--- src/rtl/conv32bto10b.sv ---
// 32-bit to 10-bit stream width converter.
// Bits are carried MSB-first through a 41-bit shift buffer with an occupancy count.
module conv32bto10b (
    input  logic        clk,
    input  logic        rst,
    input  logic        i_vld,
    input  logic [31:0] i_dat,
    output logic        i_rdy,
    output logic        o_vld,
    output logic [9:0]  o_dat,
    input  logic        o_rdy
);
    localparam int unsigned IW = 32;
    localparam int unsigned OW = 10;
    localparam int unsigned BW = 41;
    localparam int unsigned CW = 6;

    logic [BW-1:0] buf_r;
    logic [BW-1:0] buf_nxt;
    logic [CW-1:0] cnt_r;
    logic [CW-1:0] cnt_nxt;
    logic [CW-1:0] shamt;
    logic          push;
    logic          pop;

    // Output decode from registered state; next-state for buffer and count.
    always_comb begin
        o_vld   = (cnt_r >= CW'(OW));
        i_rdy   = (cnt_r < CW'(OW)) | ((cnt_r < CW'(2 * OW)) & o_rdy);
        push    = i_vld & i_rdy;
        pop     = o_vld & o_rdy;
        shamt   = cnt_r - CW'(OW);
        o_dat   = OW'(buf_r >> shamt);
        cnt_nxt = cnt_r;
        buf_nxt = buf_r;
        if (pop) begin
            cnt_nxt = cnt_nxt - CW'(OW);
        end
        if (push) begin
            // New word enters below the presented chunk, so a stalled chunk stays put.
            cnt_nxt = cnt_nxt + CW'(IW);
            buf_nxt = {buf_r[BW-IW-1:0], i_dat};
        end
    end

    always_ff @(posedge clk) begin
        if (!rst) begin
            cnt_r <= '0;
        end else begin
            cnt_r <= cnt_nxt;
        end
    end

    // Buffer contents are only observed while the count marks them valid.
    always_ff @(posedge clk) begin
        buf_r <= buf_nxt;
    end
endmodule

--- config.mk ---
export PLATFORM = sky130hd
export DESIGN_NAME = conv32bto10b
export DESIGN_NICKNAME = d
export VERILOG_FILES = /design/src/rtl/conv32bto10b.sv
export SDC_FILE = /design/constraint.sdc
export NUM_CORES = 1
export LEC_CHECK = 0
export ABC_CLOCK_PERIOD_IN_PS = 2900
export CAP_MARGIN = 10
export CORE_UTILIZATION = 50
export CTS_BUF_LIST = sky130_fd_sc_hd__clkbuf_2 sky130_fd_sc_hd__clkbuf_4 sky130_fd_sc_hd__clkbuf_8
export DETAILED_ROUTE_END_ITERATION = 7
export PLACE_DENSITY_LB_ADDON = 0.08
export RECOVER_POWER = 50
export SYNTH_ARGS = -nofsm -noshare
export SYNTH_HDL_FRONTEND = slang
export SYNTH_SLANG_ARGS = --single-unit
--- constraint.sdc ---
create_clock -name clk -period 2.9 [get_ports clk]
set_input_delay 0.58 -clock clk [delete_from_list [all_inputs] [get_ports clk]]
set_output_delay 0.58 -clock clk [all_outputs]
set_load 0.02 [all_outputs]
# Word-level counts from Yosys, hierarchy flattened
# Index checks and enable logic that the tools add are counted.
# classes
n_eq_ne	0
mul	0
shift	1
add_sub_neg	2
magnitude_cmp	3
muxes	2
n_div	0
reduce_logical	0
n_bitwise	4
# ops
cell	n
41-bit by 6-bit right shift with 10-bit output	1
6-bit 2-to-1 mux	2
6-bit adder, second input constant	1
6-bit by 4-bit >= comparator with 1-bit output, second input constant	1
6-bit by 4-bit < comparator with 1-bit output, second input constant	1
6-bit by 5-bit < comparator with 1-bit output, second input constant	1
6-bit by 4-bit subtractor with 6-bit output, second input constant	1
1-bit bitwise AND	3
1-bit OR	1
# word_totals
regBits	47
inputBits	36
latchBits	0
memories	0
romBits	0
ramBits	0

# Depth between registers and ports, before layout
# logic_depth
depth_word	5
depth_mapped	11

# Worst setup path after synthesis
# No wires, ideal clock.
# synth_path
path_kind	register -> output
start	reg cnt_r[1]
end	out o_dat[0]
path_stages_with_launch	11
setup_slack_ns	-0.151
path_buffers	4
required_ns	2.320
arrival_time_ns	2.471
cell_sequence	dfxtp_1 -> inv_2 -> buf_2 -> ha_1 -> buf_6 -> buf_8 -> buf_2 -> nand3_1 -> nor2_1 -> a221oi_1 -> o32ai_1
# synth_between
elab_chain_len	2
# synth_rtl
element	line_no	text
start, declared	20	logic [CW-1:0] cnt_r;
start signal, assigned	50	cnt_r <= cnt_nxt;
6-bit by 4-bit subtractor with 6-bit output	32	shamt = cnt_r - CW'(OW);
via shamt[1]	22	logic [CW-1:0] shamt;
41-bit by 6-bit right shift with 10-bit output	33	o_dat = OW'(buf_r >> shamt);
end, declared	10	output logic [9:0] o_dat,
# The timed path passes the listed nets, and every way through them passes these cells.

# Worst setup path after layout
# layout_path
start	reg cnt_r[2]
end	out o_dat[9]
# layout_between
elab_chain_len	2
# layout_rtl
element	line_no
6-bit by 4-bit subtractor with 6-bit output	32
41-bit by 6-bit right shift with 10-bit output	33
# No other way between the ends.

==> impl_metrics.prom <==
# TYPE chip_impl_metric gauge
chip_impl_info{name="outcome",value="complete, but fails checks"} 1
chip_impl_info{name="failing_checks",value="setup timing"} 1
chip_impl_metric{name="placement_rows",unit=""} 27
chip_impl_metric{name="grt_antenna_before_repair",unit=""} 0
chip_impl_metric{name="setup_viol",unit=""} 5
chip_impl_metric{name="fmaxAchievable",unit="MHz"} 330
chip_impl_metric{name="detail_route.wirelength",unit="mm"} 7.22
chip_impl_info{name="rsz0062_at_grt",value="yes"} 1
chip_impl_metric{name="layout_setup_ws",unit="ns"} -0.127
chip_impl_info{name="cpMostUsedCell",value="mux4_2"} 1
chip_impl_metric{name="finish.net_count",unit=""} 366
chip_impl_metric{name="ys_async_sr_fraction",unit="%"} 0
chip_impl_metric{name="dr_total_vias",unit=""} 2349
chip_impl_info{name="cp-end-kind",value="primary output"} 1
chip_impl_metric{name="post-route-drc-count",unit=""} 0
chip_impl_metric{name="die_width",unit="um"} 79.4
chip_impl_metric{name="synth.net_count",unit=""} 269
chip_impl_metric{name="fraction_of_layout_instances_using_a_drive_strength_above_1",unit="%"} 40.1
chip_impl_metric{name="start_util",unit="%"} 53.1
chip_impl_metric{name="critical_path_fanout_max",unit=""} 7
chip_impl_metric{name="power.ir.vdd_worst",unit="uV"} 496
chip_impl_metric{name="cts.sinks",unit=""} 46
chip_impl_metric{name="maxCapViolations",unit=""} 0
chip_impl_metric{name="synth-seq-cells",unit=""} 46
chip_impl_metric{name="syn_inst",unit=""} 231
chip_impl_metric{name="power_density",unit="mW/mm^2"} 992
chip_impl_metric{name="hold_buffers",unit=""} 0
chip_impl_metric{name="die_height",unit="um"} 79.4
chip_impl_metric{name="worst_skew_pair.late_latency",unit="ns"} 0.31
chip_impl_metric{name="floorplan.core_area",unit="mm^2"} 0.00564
chip_impl_info{name="path_cells",value="inv_2 -> ha_4 -> buf_12 -> mux4_2 -> mux4_2 -> nor2b_4 -> buf_6"} 1
chip_impl_info{name="dominantRegCellSynth",value="edfxtp_1"} 1
chip_impl_metric{name="dpl.hpwl",unit="mm"} 4.87
chip_impl_metric{name="clk_pin_slew_worst_paths",unit="ns"} 0.11
chip_impl_metric{name="sum_of_overflow_across_all_layers_after_global_routing",unit=""} 0
chip_impl_metric{name="first_pass_grt_wire_length",unit="mm"} 11.5
chip_impl_metric{name="first_global_vias",unit=""} 2248
chip_impl_metric{name="drtAntennaViolNets",unit=""} 0
chip_impl_metric{name="placedInstanceArea",unit="mm^2"} 0.00382
chip_impl_metric{name="maximum_clock_skew_at_final_layout",unit="ns"} 0.0119
chip_impl_metric{name="critPathMaxStageDelay",unit="ns"} 0.52
chip_impl_info{name="layout_common_cells",value="buf_4 (50), edfxtp_1 (41), dlygate4sd3_1 (32), mux2i_1 (28), nand2_1 (21)"} 1
chip_impl_metric{name="maxSlewViolCount",unit=""} 0
chip_impl_info{name="crit_type",value="reg2out"} 1
chip_impl_metric{name="antenna_cells_inserted",unit=""} 0
chip_impl_info{name="clockRootBuffer",value="clkbuf_8"} 1
chip_impl_metric{name="cts_htree_levels",unit=""} 2
chip_impl_metric{name="gr-usage-all-layers",unit="%"} 24.4
chip_impl_metric{name="place_congestion",unit=""} 0.896
chip_impl_metric{name="floorplan.io_pins",unit=""} 48
chip_impl_metric{name="worst_pin_slew",unit="ns"} 0.488
chip_impl_metric{name="die-area",unit="mm^2"} 0.00630
chip_impl_metric{name="detail_route.iter0.violations",unit=""} 182
chip_impl_info{name="crit_path_start_kind",value="flop"} 1
chip_impl_metric{name="tritoncts.num_buffers",unit=""} 5
chip_impl_metric{name="grt_max_degree",unit=""} 34
chip_impl_metric{name="synth-edff-count",unit=""} 41
chip_impl_metric{name="period_needed",unit="ns"} 3.03
chip_impl_metric{name="synth.cell_area",unit="mm^2"} 0.00299
chip_impl_metric{name="crit_arrival",unit="ns"} 2.45
chip_impl_info{name="layout_commonest_cell",value="buf_4"} 1
chip_impl_metric{name="fin_area",unit="mm^2"} 0.00420
chip_impl_metric{name="synth.yosys.seq_area_share",unit="%"} 44.5
chip_impl_info{name="clock_tree_from_tritoncts",value="built"} 1
chip_impl_metric{name="post_route_fraction_of_the_period_consumed_by_the_critical_path",unit="%"} 104
chip_impl_metric{name="synth_cell_types",unit=""} 51
chip_impl_info{name="critical-path-slowest-cell",value="mux4_2"} 1
chip_impl_metric{name="vias_per_cell",unit=""} 5.86
chip_impl_metric{name="finalHoldViolations",unit=""} 0
chip_impl_info{name="worstHoldPathType",value="reg2reg"} 1
chip_impl_metric{name="syn-mean-instance-area",unit="um^2"} 13.0
chip_impl_metric{name="detail_route.first_pass.iterations",unit=""} 4
chip_impl_metric{name="yosysWarnings",unit=""} 0
chip_impl_metric{name="static-leakage-power",unit="nW"} 1.57
chip_impl_metric{name="tns",unit="ns"} -0.257
chip_impl_metric{name="numPortBuffers",unit=""} 47
chip_impl_metric{name="slew_headroom",unit="%"} 67.4
chip_impl_metric{name="clock_path_buffers",unit=""} 2
chip_impl_metric{name="syn2layout_area_growth",unit="%"} 40.2
chip_impl_metric{name="cp_data_required_time",unit="ns"} 2.32
chip_impl_metric{name="post_drt_wl_per_cell",unit="um"} 18.0
[critical path, delay by kind of cell, from the launching register on]
kind                       cells  cell delay, ns
buffers and inverters          3            0.30
and+or+nand+nor                1            0.14
adders and majority gates      1            0.32
muxes                          2            1.01
DFF                            1            0.36
[cells by family (layout without fill, tap and decap cells)]
logic type,after synthesis,in the layout,synth area share (%)
AND/OR/NAND/NOR,54,54,9.19
XOR/XNOR,6,6,3.64
AO/OA/AOI/OAI,50,50,12.1
buffers and inverters,17,115,4.35
adder cells (fa/ha/maj),2,2,0.836
flip-flops,46,46,44.5
multiplexers,56,56,25.4
[power breakdown]
group	total, W	internal, W	switching, W
clock network	0.000436	0.000179	0.000257
registers	0.000965	0.000858	0.000107
logic	0.00277	0.00150	0.00126
[state kept, by name (all words and copies together), names as in the netlist]
signal and count:
buf_r 41, cnt_r 5
[synthesized netlist by cell type (3+ instances only)]
library cell	n	area share [%]
buf_2	5	0.84
dfxtp_1	5	3.3
mux2_2	5	1.9
mux2i_1	36	12
buf_4	4	1.0
mux4_2	13	9.8
nor2b_1	9	1.9
a211oi_1	8	2.0
edfxtp_1	41	41
and2_1	4	0.84
nand2_1	21	2.6
o22a_1	4	1.2
nand3_1	5	0.84
o21ai_1	5	0.84
a21oi_1	11	1.8
nor2_1	6	0.75
buf_6	3	1.1
[worst paths after layout]
path / end / start / slack [ns] / cells after the start
max: o_dat[9] / cnt_r[2] / -0.13 / 7
min: buf_r[32] / buf_r[0] / 0.46 / 0
max reg2reg: buf_r[10] / cnt_r[1] / 0.83 / 7
min reg2reg: buf_r[32] / buf_r[0] / 0.46 / 0
[stage by stage]
| stage | std cells | util (%) | hold WS, ns | total power, W | setup WS, ns |
|---|---|---|---|---|---|
| 2_1_floorplan | 231 | - | 0.421 | 0.00252 | 0.0118 |
| 3_3_place_gp | 378 | 67.7 | 0.446 | 0.00325 | -0.284 |
| 3_5_place_dp | 378 | 67.7 | 0.445 | 0.00327 | -0.331 |
| 4_1_cts | 401 | 73.7 | 0.470 | 0.00406 | -0.110 |
| 5_1_grt | 401 | 74.4 | 0.475 | 0.00438 | -0.170 |
| 6_report | 401 | 74.4 | 0.463 | 0.00417 | -0.127 |
[cell type report]
class / instances / area, um^2
clock buffer: 5 / 68.8
clock inverter: 3 / 27.5
fill: 390 / 1440
inverter: 3 / 13.8
multi-input combinational: 168 / 1680
sequential: 46 / 1330
tap: 72 / 90.1
timing repair buffer: 104 / 987
[metal layers]
metal / vias to the layer above / share of wire [%] / GRT usage, %
met3: 15 / 4.8 / 3.77
li1: 1096 / - / -
met2: 91 / 50 / 40.4
met5: - / 0 / 0
met1: 1147 / 43 / 33.4
met4: 0 / 1.7 / 6.36
[what timing repair did]
item,in CTS,in global routing
cloned,2,0
resized for setup,70,21
endpoints found under the setup margin,10,10
setup buffers,13,1
pin swaps,8,3
(Power assumes the default switching activity.)
